<file path="config.mk">
export PLATFORM = sky130hd
export DESIGN_NAME = clk_div_n
export DESIGN_NICKNAME = d
export VERILOG_FILES = /design/src/rtl/clk_div_n.sv
export SDC_FILE = /design/constraint.sdc
export NUM_CORES = 1
export LEC_CHECK = 0
export ABC_AREA = 1
export CAP_MARGIN = 20
export CORE_MARGIN = 2
export CORE_UTILIZATION = 60
export DETAILED_ROUTE_END_ITERATION = 10
export PLACE_DENSITY = 0.83
export SLEW_MARGIN = 20
export SYNTH_ARGS = -nofsm -noshare
export SYNTH_HDL_FRONTEND = slang
export SYNTH_SLANG_ARGS = --single-unit
</file>
<file path="constraint.sdc">
create_clock -name clk -period 6.95 [get_ports clk]
set_input_delay 2.085 -clock clk [delete_from_list [all_inputs] [get_ports clk]]
set_output_delay 2.085 -clock clk [all_outputs]
set_load 0.01 [all_outputs]
</file>
<file path="src/rtl/clk_div_n.sv">
// Programmable clock divider: fclk/N output, per-period tick, shadowed divisor.
// Define CLK_DIV_ODD_DUTY_EN for 50% duty on odd divisors (adds a negedge flop).
module clk_div_n #(
    parameter int CNT_W   = 8,
    parameter int DEF_DIV = 3
) (
    input  logic             clk,
    input  logic             rst,
    input  logic             en,
    input  logic [CNT_W-1:0] div_in,
    input  logic             div_load,
    output logic             clk_out,
    output logic             tick,
    output logic             div_busy,
    output logic             div_err,
    output logic             running
);

    typedef enum logic [1:0] {
        IDLE,
        RUN,
        STOP
    } state_t;

    localparam logic [CNT_W-1:0] DEF = CNT_W'(DEF_DIV);
    localparam logic [CNT_W-1:0] ONE = CNT_W'(1);
    localparam logic [CNT_W-1:0] TWO = CNT_W'(2);

    state_t           state;
    state_t           state_nxt;
    logic [CNT_W-1:0] cnt;
    logic [CNT_W-1:0] cnt_nxt;
    logic [CNT_W-1:0] div_act;
    logic [CNT_W-1:0] div_shd;
    logic [CNT_W-1:0] act_nxt;
    logic             pos_q;
    logic             wrap;
    logic             apply;
    logic             ld_ok;
    logic             ld_bad;
    logic             pos_nxt;
    logic             tick_nxt;

    always_comb begin
        wrap      = (state != IDLE) && (cnt == div_act - ONE);
        apply     = div_busy && ((state == IDLE) || wrap);
        ld_ok     = div_load && (div_in >= TWO);
        ld_bad    = div_load && (div_in < TWO);
        act_nxt   = apply ? div_shd : div_act;
        state_nxt = state;
        unique case (state)
            IDLE:    if (en) state_nxt = RUN;
            RUN:     if (!en) state_nxt = STOP;
            STOP: begin
                if (en)        state_nxt = RUN;
                else if (wrap) state_nxt = IDLE;
            end
            default: state_nxt = IDLE;
        endcase
        if ((state == IDLE) || (state_nxt == IDLE) || wrap)
            cnt_nxt = '0;
        else
            cnt_nxt = cnt + ONE;
        // High-phase length floor(N/2) serves both even and odd divisors
        pos_nxt  = (state_nxt != IDLE) && (cnt_nxt < (act_nxt >> 1));
        tick_nxt = (state_nxt != IDLE) && (cnt_nxt == '0);
    end

    always_ff @(posedge clk or posedge rst) begin
        if (rst) begin
            state    <= IDLE;
            cnt      <= '0;
            pos_q    <= 1'b0;
            tick     <= 1'b0;
            div_act  <= DEF;
            div_shd  <= DEF;
            div_busy <= 1'b0;
            div_err  <= 1'b0;
        end else begin
            state   <= state_nxt;
            cnt     <= cnt_nxt;
            pos_q   <= pos_nxt;
            tick    <= tick_nxt;
            div_act <= act_nxt;
            div_err <= ld_bad;
            // Apply takes the old shadow; a same-cycle load still lands
            if (ld_ok) begin
                div_shd  <= div_in;
                div_busy <= 1'b1;
            end else if (apply) begin
                div_busy <= 1'b0;
            end
        end
    end

    assign running = (state != IDLE);

`ifdef CLK_DIV_ODD_DUTY_EN
    logic neg_q;

    always_ff @(negedge clk or posedge rst) begin
        if (rst) neg_q <= 1'b0;
        else     neg_q <= pos_q;
    end

    // neg_q stretches the high phase by half a cycle on odd divisors
    assign clk_out = pos_q | (neg_q & div_act[0]);
`else
    assign clk_out = pos_q;
`endif

endmodule

</file>
==> impl_metrics.sql, run 1 <==
INSERT INTO impl_metrics (metric_group, metric, value, unit) VALUES
('routing', 'detail_route.wirelength', '3.12', 'mm'),
('place', 'io_buffers', '16', ''),
('outcome', 'run_status', 'completed', ''),
('final_layout', 'layout.nets', '257', ''),
('global_routing', 'global_route.usage.total', '22.9', '%'),
('timing', 'relSlewSlack', '57.4', '%'),
('setup_path', 'worstSetupEndpointType', 'primary output', ''),
('routing', 'avgViaCountPerCell', '5.04', ''),
('setup_path', 'setup.reg_to_reg.worst_slack', '4.30', 'ns'),
('synthesis', 'post-synth-top-area-cell', 'sky130_fd_sc_hd__dfrtp_1', ''),
('final_layout', 'num_antenna_cells', '0', ''),
('routing', 'routedWlPerCell', '11.6', 'µm'),
('timing', 'timing_max_transition_violations_final', '0', ''),
('timing', 'final.setup.worst_slack', '3.38', 'ns'),
('cts', 'cts_inserted_buffers', '5', ''),
('setup_path', 'critical_path_required', '4.87', 'ns'),
('power', 'combinationalPowerShare', '31.6', '%'),
('setup_path', 'worst_setup_path_start_kind', 'flop', ''),
('final_layout', 'multi_input_area', '820', 'µm²'),
('routing', 'route.antenna.remaining_nets', '0', ''),
('timing', 'fmax', '0.280', 'GHz'),
('global_routing', 'grt_pass1_wl', '5.61', 'mm'),
('setup_path', 'critPathKind', 'reg2out', ''),
('worst_hold_path', 'hold_crit_endpoint', 'div_shd[0]$_DFFE_PP1P_', ''),
('routing', 'drc', '0', ''),
('power', 'p_leak', '1.02', 'nW'),
('synthesis', 'async_flop_share', '100', '%'),
('cts', 'ctsLongestPathBuffers', '2', ''),
('routing', 'first_pass_iters', '4', ''),
('floorplanning', 'floorplan.rows', '19', ''),
('floorplanning', 'die_x', '57.8', 'µm'),
('final_layout', 'filler_cells_inserted', '217', ''),
('synthesis', 'synth_enable_flop_cells', '0', ''),
('synthesis', 'dominantRegCellSynth', 'sky130_fd_sc_hd__dfrtp_1', ''),
('setup_path', 'cp.arrival', '1.48', 'ns'),
('setup_path', 'worstReg2RegStart', 'div_act[0]$_DFFE_PP1P_', ''),
('cts', 'cts_tree', 'yes', ''),
('floorplanning', 'floorplan.core_area', '2760', 'µm²'),
('power', 'power_switching_share', '34.5', '%'),
('final_layout', 'drive_gt1_share', '14.7', '%'),
('cts', 'cts.hold.buffers_added', '0', ''),
('routing', 'drt_first_iter_violations', '40', ''),
('synthesis', 'yosysMostFrequentCell', 'sky130_fd_sc_hd__nand2_1', ''),
('power', 'cell_internal_pwr', '0.317', 'mW'),
('flow_run', 'cap_violations', '0', ''),
('timing', 'finalClockSkew', '0.0105', 'ns'),
('power', 'power.density', '241', 'nW/µm²'),
('power', 'vdd.ir_drop.worst', '0.218', 'mV'),
('cts', 'path_clk_slew', '0.09', 'ns'),
('place', 'gpl.final_weighted_congestion', '0.789', ''),
('power', 'power_frac_clock', '21.9', '%'),
('synthesis', 'synth_cell_type_count', '33', ''),
('global_routing', 'maximum_number_of_pins_on_one_net_before_global_route_repair', '17', ''),
('routing', 'detailed_route_via_count', '1356', ''),
('global_routing', 'first_global_vias', '1300', ''),
('global_routing', 'gr-total-overflow', '0', ''),
('power', 'power_total', '0.485', 'mW'),
('timing', 'minimum_clock_period', '3.57', 'ns'),
('final_layout', 'layout.area.seq', '756', 'µm²'),
('floorplanning', 'design.die.area', '3340', 'µm²'),
('synthesis', 'syn-cell-area', '1730', 'µm²'),
('cts', 'clock-sinks', '30', ''),
('cts', 'clock_tree.root_cell', 'sky130_fd_sc_hd__clkbuf_4', ''),
('place', 'place_ws', '3.12', 'ns'),
('timing', 'finalCritPeriodShare', '51.3', '%'),
('setup_path', 'logic_depth_of_the_worst_register_to_register_path', '17', ''),
('place', 'dp_hpwl', '2.52', 'mm'),
('cts', 'clock_insertion_delay_worst_skew', '0.33', 'ns'),
('synthesis', 'yosys.area.top_type_share', '37.5', '%'),
('power', 'sequential_share_of_power', '46.5', '%'),
('cts', 'cts_post_setup_buffers_inserted', '0', '');
cell families (layout without fill, tap and decap cells):
logic type               count (synthesis)  in the layout  share of synthesized area [%]
adder cells (fa/ha/maj)                  8              8                           5.77
flip-flops                              30             30                           43.6
AND/OR/NAND/NOR                        100            100                           26.8
XOR/XNOR                                 9              9                           4.55
AO/OA/AOI/OAI                           22             22                           7.58
buffers and inverters                   42             65                           9.16
multiplexers                             4              4                           2.60
cell type report:
cell class                 count  share of cell area [%]
clock buffer                   7                    2.74
clock inverter                 1                   0.249
inverter                      40                    7.46
multi-input combinational    143                    40.7
sequential                    30                    37.6
tap                           31                    1.93
timing repair buffer          17                    9.33
how the worst max path moves through the flow:
| stage | from | endpoint | slack, ns |
|---|---|---|---|
| finish | state[0]$_DFF_PP0_ | running | 3.38 |
| global route | state[0]$_DFF_PP0_ | running | 3.28 |
| CTS | state[1]$_DFF_PP0_ | running | 3.38 |
| detailed placement | div_in[6] | div_shd[6]$_DFFE_PP0P_ | 3.12 |
| global placement | div_in[6] | div_shd[7]$_DFFE_PP0P_ | 3.18 |
| floorplan | div_in[6] | div_shd[4]$_DFFE_PP0P_ | 3.61 |
placed cells by master, fill, tap and decap left out, types with 4 or more instances in the layout:
cell type	n
sky130_fd_sc_hd__o21ai_1	7
sky130_fd_sc_hd__clkbuf_4	5
sky130_fd_sc_hd__ha_1	8
sky130_fd_sc_hd__nand3_1	12
sky130_fd_sc_hd__nand2_4	4
sky130_fd_sc_hd__xnor2_1	6
sky130_fd_sc_hd__clkdlybuf4s50_1	16
sky130_fd_sc_hd__inv_2	6
sky130_fd_sc_hd__mux2_2	4
sky130_fd_sc_hd__o21ai_0	5
sky130_fd_sc_hd__dfrtp_1	26
sky130_fd_sc_hd__nor2_1	20
sky130_fd_sc_hd__dfstp_2	4
sky130_fd_sc_hd__inv_1	34
sky130_fd_sc_hd__a21oi_1	4
sky130_fd_sc_hd__nand2_1	51
worst max-delay path, stage by stage, from the launching register on:
cell	delay, ns
sky130_fd_sc_hd__dfrtp_1	0.40
sky130_fd_sc_hd__nor2_1	0.14
sky130_fd_sc_hd__inv_1	0.12
sky130_fd_sc_hd__clkdlybuf4s50_1	0.49
registers in the layout, summed over array words and instances (netlist names):
register	cells
cnt	8
div_act	8
div_shd	8
state	2
clk_out	1
div_busy	1
div_err	1
tick	1
stage by stage:
stage / cell area, µm² / hold WS, ns / util (%) / instances
after global routing: 2010 / 0.521 / 73.0 / 269
after floorplan: 1730 / 0.451 / - / 215
after detailed placement: 1950 / 0.474 / 70.8 / 261
after CTS: 2010 / 0.486 / 73.0 / 269
final: 2010 / 0.488 / 73.0 / 269
after global placement: 1920 / 0.473 / 69.8 / 260
routing by layer:
metal / track usage, % / up-vias / part of all wire [%]
li1: - / 721 / -
met1: 28.7 / 609 / 46
met2: 36.0 / 22 / 48
met3: 6.25 / 4 / 3.9
met4: 12.3 / 0 / 1.8
met5: 0 / - / 0
power by group through the flow:
| stage | Clock, mW | Combinational [mW] | Sequential, mW |
|---|---|---|---|
| after global routing | 0.118 | 0.179 | 0.228 |
| after detailed placement | 0 | 0.154 | 0.229 |
| after CTS | 0.111 | 0.155 | 0.225 |
| final | 0.106 | 0.153 | 0.225 |
| after global placement | 0 | 0.149 | 0.228 |
| after floorplan | 0 | 0.116 | 0.224 |
Power figures use the tool's default switching activity.
==> inputs of run 2 (changes only) <==
--- a/config.mk
+++ b/config.mk
@@ -8,9 +8,9 @@
 export ABC_AREA = 1
 export CAP_MARGIN = 20
 export CORE_MARGIN = 2
-export CORE_UTILIZATION = 60
+export CORE_UTILIZATION = 51
 export DETAILED_ROUTE_END_ITERATION = 10
-export PLACE_DENSITY = 0.83
+export PLACE_DENSITY = 0.75
 export SLEW_MARGIN = 20
 export SYNTH_ARGS = -nofsm -noshare
 export SYNTH_HDL_FRONTEND = slang
==> constraint.sdc (replaced) <==
create_clock -name clk -period 3.24 [get_ports clk]
set_input_delay 0.972 -clock clk [delete_from_list [all_inputs] [get_ports clk]]
set_output_delay 0.972 -clock clk [all_outputs]
set_load 0.01 [all_outputs]
==> impl_metrics.sql, run 2 (synthesis gave the netlist of run 1 again) <==
INSERT INTO impl_metrics (metric_group, metric, value, unit) VALUES
('setup_path', 'critical_path.max_fanout', '15', ''),
('setup_path', 'critical_path_required', '3.45', 'ns'),
('floorplanning', 'design.die.area', '3880', 'µm²'),
('floorplanning', 'floorplan.rows', '21', ''),
('global_routing', 'global_route.usage.total', '19.0', '%'),
('routing', 'route.antenna.remaining_nets', '0', ''),
('timing', 'fmax', '0.382', 'GHz'),
('power', 'power_total', '1.01', 'mW'),
('floorplanning', 'floorplan.core_area', '3310', 'µm²'),
('cts', 'clock_tree.root_cell', 'sky130_fd_sc_hd__clkbuf_4', ''),
('setup_path', 'setup.reg_to_reg.worst_slack', '0.62', 'ns'),
('timing', 'relSlewSlack', '72.4', '%'),
('setup_path', 'timing.rr.end', 'clk_out$_DFF_PP0_', ''),
('setup_path', 'slowest_delay', '0.56', 'ns'),
('setup_path', 'cp.arrival', '2.83', 'ns'),
('flow_run', 'cap_violations', '0', ''),
('place', 'placed_cells_incl_taps', '276', ''),
('cts', 'cts_post_setup_buffers_inserted', '0', ''),
('cts', 'ctsLongestPathBuffers', '2', ''),
('timing', 'rsz_0062_raised_after_global_routing', 'false', ''),
('final_layout', 'layout.nets', '257', ''),
('timing', 'report.final.setup_viol', '0', ''),
('timing', 'hold_slack', '0.489', 'ns'),
('timing', 'timing_worst_slew_pin_value', '0.413', 'ns'),
('floorplanning', 'floorplan.initialDensity', '52.4', '%'),
('timing', 'finalClockSkew', '0.0103', 'ns'),
('final_layout', 'most_common_library_cell_in_the_layout_ignoring_fill_and_taps', 'sky130_fd_sc_hd__nand2_1', ''),
('cts', 'cts.hold.buffers_added', '0', ''),
('timing', 'timing_max_transition_violations_final', '0', ''),
('power', 'p_leak', '1.00', 'nW'),
('setup_path', 'path_delay_family', 'simple AND/OR/NAND/NOR gates', ''),
('cts', 'path_clk_slew', '0.08', 'ns'),
('cts', 'clock_insertion_delay_worst_skew', '0.34', 'ns'),
('setup_path', 'worst_setup_path_startpoint', 'div_act[0]$_DFFE_PP1P_', ''),
('worst_hold_path', 'hold_crit_endpoint', 'div_shd[0]$_DFFE_PP1P_', ''),
('routing', 'routedWlPerCell', '10.9', 'µm'),
('setup_path', 'logic_depth_of_the_worst_register_to_register_path', '16', ''),
('routing', 'drt_first_iter_violations', '40', ''),
('timing', 'finalHoldViolations', '0', ''),
('final_layout', 'areaGrowthSynthToFinish', '15.1', '%'),
('cts', 'cts_inserted_buffers', '5', ''),
('setup_path', 'total_buffers_and_inverters_traversed_by_the_critical_path', '1', ''),
('global_routing', 'antenna_violations_before_repair', '0', ''),
('final_layout', 'drive_gt1_share', '13.9', '%'),
('power', 'vdd.ir_drop.worst', '0.326', 'mV'),
('routing', 'detailed_route_via_count', '1325', ''),
('final_layout', 'multi_input_area', '820', 'µm²'),
('cts', 'clock-sinks', '30', ''),
('worst_hold_path', 'timing.hold.worst.start', 'div_shd[0]$_DFFE_PP1P_', ''),
('place', 'gpl.final_weighted_congestion', '0.769', ''),
('floorplanning', 'die_x', '62.3', 'µm'),
('cts', 'cts_tree', 'yes', ''),
('setup_path', 'crit_path_top_delay_cell', 'sky130_fd_sc_hd__dfstp_2', ''),
('power', 'power.density', '505', 'nW/µm²'),
('routing', 'avgViaCountPerCell', '4.68', ''),
('setup_path', 'critPathKind', 'reg2reg', ''),
('setup_path', 'worstReg2RegStart', 'div_act[0]$_DFFE_PP1P_', ''),
('final_layout', 'layout.area.seq', '756', 'µm²'),
('place', 'io_buffers', '16', ''),
('outcome', 'run_status', 'completed', ''),
('global_routing', 'maximum_number_of_pins_on_one_net_before_global_route_repair', '23', ''),
('routing', 'first_pass_iters', '4', ''),
('global_routing', 'grt_pass1_wl', '5.66', 'mm'),
('final_layout', 'most-common-layout-cells', 'sky130_fd_sc_hd__nand2_1, sky130_fd_sc_hd__inv_1, sky130_fd_sc_hd__dfrtp_1', ''),
('timing', 'minimum_clock_period', '2.62', 'ns'),
('global_routing', 'gr-total-overflow', '0', ''),
('final_layout', 'filler_cells_inserted', '327', ''),
('cts', 'cts-resized-gates', '0', ''),
('floorplanning', 'height_of_the_die', '62.3', 'µm'),
('final_layout', 'post-route-util', '60.3', '%'),
('floorplanning', 'io_pins', '17', ''),
('timing', 'tns', '0', 'ns'),
('final_layout', 'num_antenna_cells', '0', ''),
('global_routing', 'first_global_vias', '1328', ''),
('setup_path', 'worstSetupEndpointType', 'flop', ''),
('worst_hold_path', 'hold_path.class', 'reg2reg', ''),
('setup_path', 'worst_setup_path_start_kind', 'flop', ''),
('setup_path', 'worst_path_most_repeated_cell', 'sky130_fd_sc_hd__nand2_4', ''),
('final_layout', 'layout_top_registers', 'cnt (8), div_act (8), div_shd (8)', ''),
('cts', 'h_tree_level_count', '2', ''),
('worst_hold_path', 'timing.hold.worst_path_depth', '2', ''),
('final_layout', 'instances_no_fill', '283', ''),
('setup_path', 'path_cells', 'inv_2 -> ha_1 -> nand3_1 -> nor2_1 -> nor2_1 -> nand2_2 -> nor2_4 -> nand2_4 -> nand2_4 -> nand2_4 -> nand2_1 -> o21ai_2 -> ha_1 -> nand2_1 -> nor3b_2 -> a21oi_2', ''),
('timing', 'finalCritPeriodShare', '80.8', '%'),
('routing', 'detail_route.wirelength', '3.08', 'mm'),
('routing', 'drc', '0', ''),
('place', 'dp_hpwl', '2.52', 'mm');
[run 2: cell types whose count changed in the layout (fill, tap and decap cells not counted), sizes merged]
cell	change
clkinv	-1
[run 2: metrics by stage]
step / instance area (µm²) / worst slack, ns
finish: 2000 / 0.622
global route: 2000 / 0.355
CTS: 2000 / 0.558
detailed placement: 1950 / 0.529
global placement: 1950 / 0.584
floorplan: 1730 / 0.722
[run 2: report_power, final]
| part | leakage (nW) | switching (mW) | internal [mW] |
|---|---|---|---|
| Sequential | 0.362 | 0.0497 | 0.434 |
| Clock | 0.0254 | 0.116 | 0.0815 |
| Combinational | 0.615 | 0.187 | 0.140 |
| Total | 1.00 | 0.352 | 0.655 |
[run 2: worst max path at each step]
stage / endpoint / slack, ns / depth (start not counted)
2_1_floorplan: clk_out$_DFF_PP0_ / 0.72 / 18
3_3_place_gp: div_shd[7]$_DFFE_PP0P_ / 0.58 / 5
3_5_place_dp: div_shd[5]$_DFFE_PP0P_ / 0.53 / 5
4_1_cts: clk_out$_DFF_PP0_ / 0.56 / 17
5_1_grt: clk_out$_DFF_PP0_ / 0.36 / 17
6_report: clk_out$_DFF_PP0_ / 0.62 / 16
[run 2: layer usage]
metal / vias up / share of wire [%] / GRT usage (%)
met5: - / 0 / 0
met4: 0 / 2.0 / 8.33
met3: 5 / 3.5 / 4.89
met2: 20 / 50 / 34.0
met1: 581 / 44 / 21.3
li1: 719 / - / -
[run 2: cell type report]
| cell class | count | area share (%) |
|---|---|---|
| well taps | 46 | 2.88 |
| flip-flops and latches | 30 | 37.9 |
| multi-input cells | 143 | 41.1 |
| repair buffers | 17 | 8.40 |
| inverters | 40 | 7.52 |
| clock buffers | 7 | 2.26 |
[run 2: worst register-to-register path: stages (launching register included)]
cell	delay, ns
sky130_fd_sc_hd__dfstp_2	0.56
sky130_fd_sc_hd__inv_2	0.06
sky130_fd_sc_hd__ha_1	0.23
sky130_fd_sc_hd__nand3_1	0.16
sky130_fd_sc_hd__nor2_1	0.07
sky130_fd_sc_hd__nor2_1	0.12
sky130_fd_sc_hd__nand2_2	0.08
sky130_fd_sc_hd__nor2_4	0.12
sky130_fd_sc_hd__nand2_4	0.09
sky130_fd_sc_hd__nand2_4	0.09
sky130_fd_sc_hd__nand2_4	0.11
sky130_fd_sc_hd__nand2_1	0.10
sky130_fd_sc_hd__o21ai_2	0.06
sky130_fd_sc_hd__ha_1	0.29
sky130_fd_sc_hd__nand2_1	0.08
sky130_fd_sc_hd__nor3b_2	0.20
sky130_fd_sc_hd__a21oi_2	0.08
==> inputs of run 3 (changes only) <==
--- a/config.mk
+++ b/config.mk
@@ -8,9 +8,9 @@
 export ABC_AREA = 1
 export CAP_MARGIN = 20
 export CORE_MARGIN = 2
-export CORE_UTILIZATION = 51
+export CORE_UTILIZATION = 56
 export DETAILED_ROUTE_END_ITERATION = 10
-export PLACE_DENSITY = 0.75
+export PLACE_DENSITY = 0.78
 export SLEW_MARGIN = 20
 export SYNTH_ARGS = -nofsm -noshare
 export SYNTH_HDL_FRONTEND = slang
==> constraint.sdc (replaced) <==
create_clock -name clk -period 2.6 [get_ports clk]
set_input_delay 0.78 -clock clk [delete_from_list [all_inputs] [get_ports clk]]
set_output_delay 0.78 -clock clk [all_outputs]
set_load 0.01 [all_outputs]
==> impl_metrics.sql, run 3 (synthesis gave the netlist of run 1 again) <==
INSERT INTO impl_metrics (metric_group, metric, value, unit) VALUES
('setup_path', 'setup.reg_to_reg.worst_slack', '0.1', 'ns'),
('cts', 'clock_tree.root_cell', 'sky130_fd_sc_hd__clkbuf_4', ''),
('cts', 'path_clk_slew', '0.09', 'ns'),
('routing', 'routedWlPerCell', '13.0', 'µm'),
('power', 'power.density', '653', 'nW/µm²'),
('timing', 'timing_worst_slew_pin_value', '0.377', 'ns'),
('final_layout', 'num_antenna_cells', '0', ''),
('place', 'gpl.final_weighted_congestion', '0.844', ''),
('final_layout', 'most_common_library_cell_in_the_layout_ignoring_fill_and_taps', 'sky130_fd_sc_hd__nand2_1', ''),
('routing', 'wl_met2', '1.75', 'mm'),
('floorplanning', 'height_of_the_die', '59.7', 'µm'),
('final_layout', 'areaGrowthSynthToFinish', '21.8', '%'),
('global_routing', 'first_global_vias', '1307', ''),
('global_routing', 'maximum_number_of_pins_on_one_net_before_global_route_repair', '31', ''),
('timing', 'report.final.setup_viol', '0', ''),
('setup_path', 'worstSetupEndpointType', 'flop', ''),
('floorplanning', 'io_pins', '17', ''),
('setup_path', 'cp.arrival', '2.76', 'ns'),
('power', 'sequential_share_of_power', '43.9', '%'),
('routing', 'detailroute.wirelength.met3', '112', 'µm'),
('cts', 'cts_inserted_buffers', '5', ''),
('cts', 'clock_insertion_delay_worst_skew', '0.33', 'ns'),
('routing', 'first_pass_iters', '4', ''),
('place', 'place_ws', '0.00708', 'ns'),
('setup_path', 'worst_setup_path_start_kind', 'flop', ''),
('timing', 'timing_max_transition_violations_final', '0', ''),
('timing', 'finalCritPeriodShare', '96.2', '%'),
('cts', 'ctsLongestPathBuffers', '2', ''),
('floorplanning', 'die_x', '59.7', 'µm'),
('outcome', 'run_status', 'completed', ''),
('routing', 'detailed_route_via_count', '1411', ''),
('setup_path', 'slowest_delay', '0.56', 'ns'),
('final_layout', 'most-common-layout-cells', 'sky130_fd_sc_hd__nand2_1, sky130_fd_sc_hd__inv_1, sky130_fd_sc_hd__dfrtp_1', ''),
('timing', 'final.setup.worst_slack', '0.0995', 'ns'),
('flow_run', 'cap_violations', '0', ''),
('power', 'combinationalPowerShare', '34.8', '%'),
('setup_path', 'total_buffers_and_inverters_traversed_by_the_critical_path', '2', ''),
('timing', 'finalHoldViolations', '0', ''),
('power', 'p_leak', '1.04', 'nW'),
('setup_path', 'worst-path-stages', '16', ''),
('power', 'vdd.ir_drop.worst', '0.469', 'mV'),
('setup_path', 'worst_path_most_repeated_cell', 'sky130_fd_sc_hd__nand2_1', ''),
('setup_path', 'logic_depth_of_the_worst_register_to_register_path', '16', ''),
('place', 'io_buffers', '16', ''),
('timing', 'relSlewSlack', '74.8', '%'),
('power', 'power_total', '1.38', 'mW'),
('cts', 'h_tree_level_count', '2', ''),
('timing', 'tns', '0', 'ns'),
('power', 'p_switching', '0.502', 'mW'),
('final_layout', 'filler_cells_inserted', '229', ''),
('setup_path', 'path_cells', 'inv_2 -> ha_4 -> inv_1 -> nand2_1 -> nand2_1 -> xnor2_1 -> nand2_1 -> nor2_2 -> nand2_4 -> nand2_8 -> nand2_8 -> o21ai_2 -> ha_4 -> a21oi_2 -> o2111ai_1 -> a21oi_2', ''),
('floorplanning', 'design.die.area', '3560', 'µm²'),
('cts', 'cts_tree', 'yes', ''),
('routing', 'drc', '0', ''),
('setup_path', 'critical_path.max_fanout', '8', ''),
('routing', 'avgViaCountPerCell', '5.11', ''),
('global_routing', 'global_route.usage.total', '22.2', '%'),
('timing', 'finalClockSkew', '0.00513', 'ns'),
('floorplanning', 'floorplan.initialDensity', '57.7', '%'),
('final_layout', 'layout_top_registers', 'cnt (8), div_act (8), div_shd (8)', ''),
('routing', 'drt_first_iter_violations', '43', ''),
('place', 'dp_hpwl', '2.67', 'mm'),
('setup_path', 'worst_setup_path_startpoint', 'div_act[0]$_DFFE_PP1P_', ''),
('cts', 'clock-sinks', '30', ''),
('routing', 'detail_route.wirelength', '3.58', 'mm'),
('routing', 'wirelength_met1', '1.67', 'mm'),
('power', 'cell_internal_pwr', '0.877', 'mW'),
('power', 'power_frac_clock', '21.3', '%'),
('final_layout', 'drive_gt1_share', '20.6', '%'),
('routing', 'route.antenna.remaining_nets', '0', ''),
('setup_path', 'path_delay_family', 'simple AND/OR/NAND/NOR gates', ''),
('floorplanning', 'floorplan.rows', '20', ''),
('power', 'power_switching_share', '36.4', '%'),
('routing', 'route.top_layer_used', 'met4', ''),
('global_routing', 'antenna_violations_before_repair', '0', ''),
('floorplanning', 'floorplan.core_area', '3000', 'µm²'),
('timing', 'rsz_0062_raised_after_global_routing', 'false', ''),
('global_routing', 'gr-total-overflow', '0', ''),
('timing', 'fmax', '0.400', 'GHz'),
('setup_path', 'crit_path_end', 'clk_out$_DFF_PP0_', ''),
('setup_path', 'worstReg2RegStart', 'div_act[0]$_DFFE_PP1P_', ''),
('worst_hold_path', 'hold_path.class', 'reg2reg', ''),
('setup_path', 'critPathKind', 'reg2reg', ''),
('final_layout', 'layout.nets', '262', ''),
('setup_path', 'timing.rr.end', 'clk_out$_DFF_PP0_', ''),
('setup_path', 'crit_path_top_delay_cell', 'sky130_fd_sc_hd__dfstp_2', ''),
('setup_path', 'critical_path_required', '2.86', 'ns'),
('global_routing', 'grt_pass1_wl', '5.80', 'mm'),
('timing', 'minimum_clock_period', '2.50', 'ns');
-- run 3: metrics by stage --
step	hold slack (ns)	area (µm²)	util, %	std cells
6_report	0.495	2110	70.3	276
5_1_grt	0.513	2110	70.3	276
3_5_place_dp	0.477	1960	65.2	266
4_1_cts	0.497	2020	67.3	274
2_1_floorplan	0.451	1730	-	215
3_3_place_gp	0.467	1960	65.2	266
-- run 3: final cells by class --
cell class / instances / area [µm²] / share of cell area (%)
Sequential cell: 30 / 756 / 35.8
Multi-Input combinational cell: 144 / 907 / 43.0
Clock buffer: 7 / 55.1 / 2.61
Clock inverter: 1 / 5.00 / 0.237
Tap cell: 33 / 41.3 / 1.95
Inverter: 40 / 150 / 7.11
Timing Repair Buffer: 21 / 198 / 9.36
-- run 3: how the worst min path moves through the flow --
stage / from / endpoint / slack [ns] / cells after the start
6_report: div_act[0]$_DFFE_PP1P_ / div_act[0]$_DFFE_PP1P_ / 0.49 / 2
5_1_grt: div_act[0]$_DFFE_PP1P_ / div_act[0]$_DFFE_PP1P_ / 0.51 / 2
4_1_cts: div_act[0]$_DFFE_PP1P_ / div_act[0]$_DFFE_PP1P_ / 0.50 / 2
3_5_place_dp: div_shd[3]$_DFFE_PP0P_ / div_shd[3]$_DFFE_PP0P_ / 0.48 / 2
3_3_place_gp: div_shd[3]$_DFFE_PP0P_ / div_shd[3]$_DFFE_PP0P_ / 0.47 / 2
2_1_floorplan: div_shd[0]$_DFFE_PP1P_ / div_shd[0]$_DFFE_PP1P_ / 0.45 / 2
-- run 3: per-layer routing --
layer / track usage [%] / up-vias
met5: 0 / -
met4: 8.57 / 0
met3: 4.55 / 7
met2: 34.6 / 29
met1: 30.5 / 645
li1: - / 730
-- run 3: power groups by stage --
stage	registers (mW)	clock network [mW]	logic, mW
final	0.605	0.293	0.480
after detailed placement	0.611	0	0.419
after floorplan	0.599	0	0.310
after global routing	0.613	0.327	0.542
after CTS	0.602	0.300	0.423
after global placement	0.607	0	0.409
-- run 3: what timing repair did --
| action | in CTS | in global routing |
|---|---|---|
| hold buffers | 0 | 0 |
| gates resized for setup | 1 | 13 |
| setup endpoints to repair | 1 | 1 |
| gates cloned | 0 | 1 |
| pin swaps | 0 | 6 |
| buffers inserted | 0 | 1 |
-- run 3: tightest hold or removal path, stage by stage, from the launching register on --
cell and delay, ns:
sky130_fd_sc_hd__dfstp_2 0.39, sky130_fd_sc_hd__nand2_1 0.06, sky130_fd_sc_hd__o21ai_1 0.05
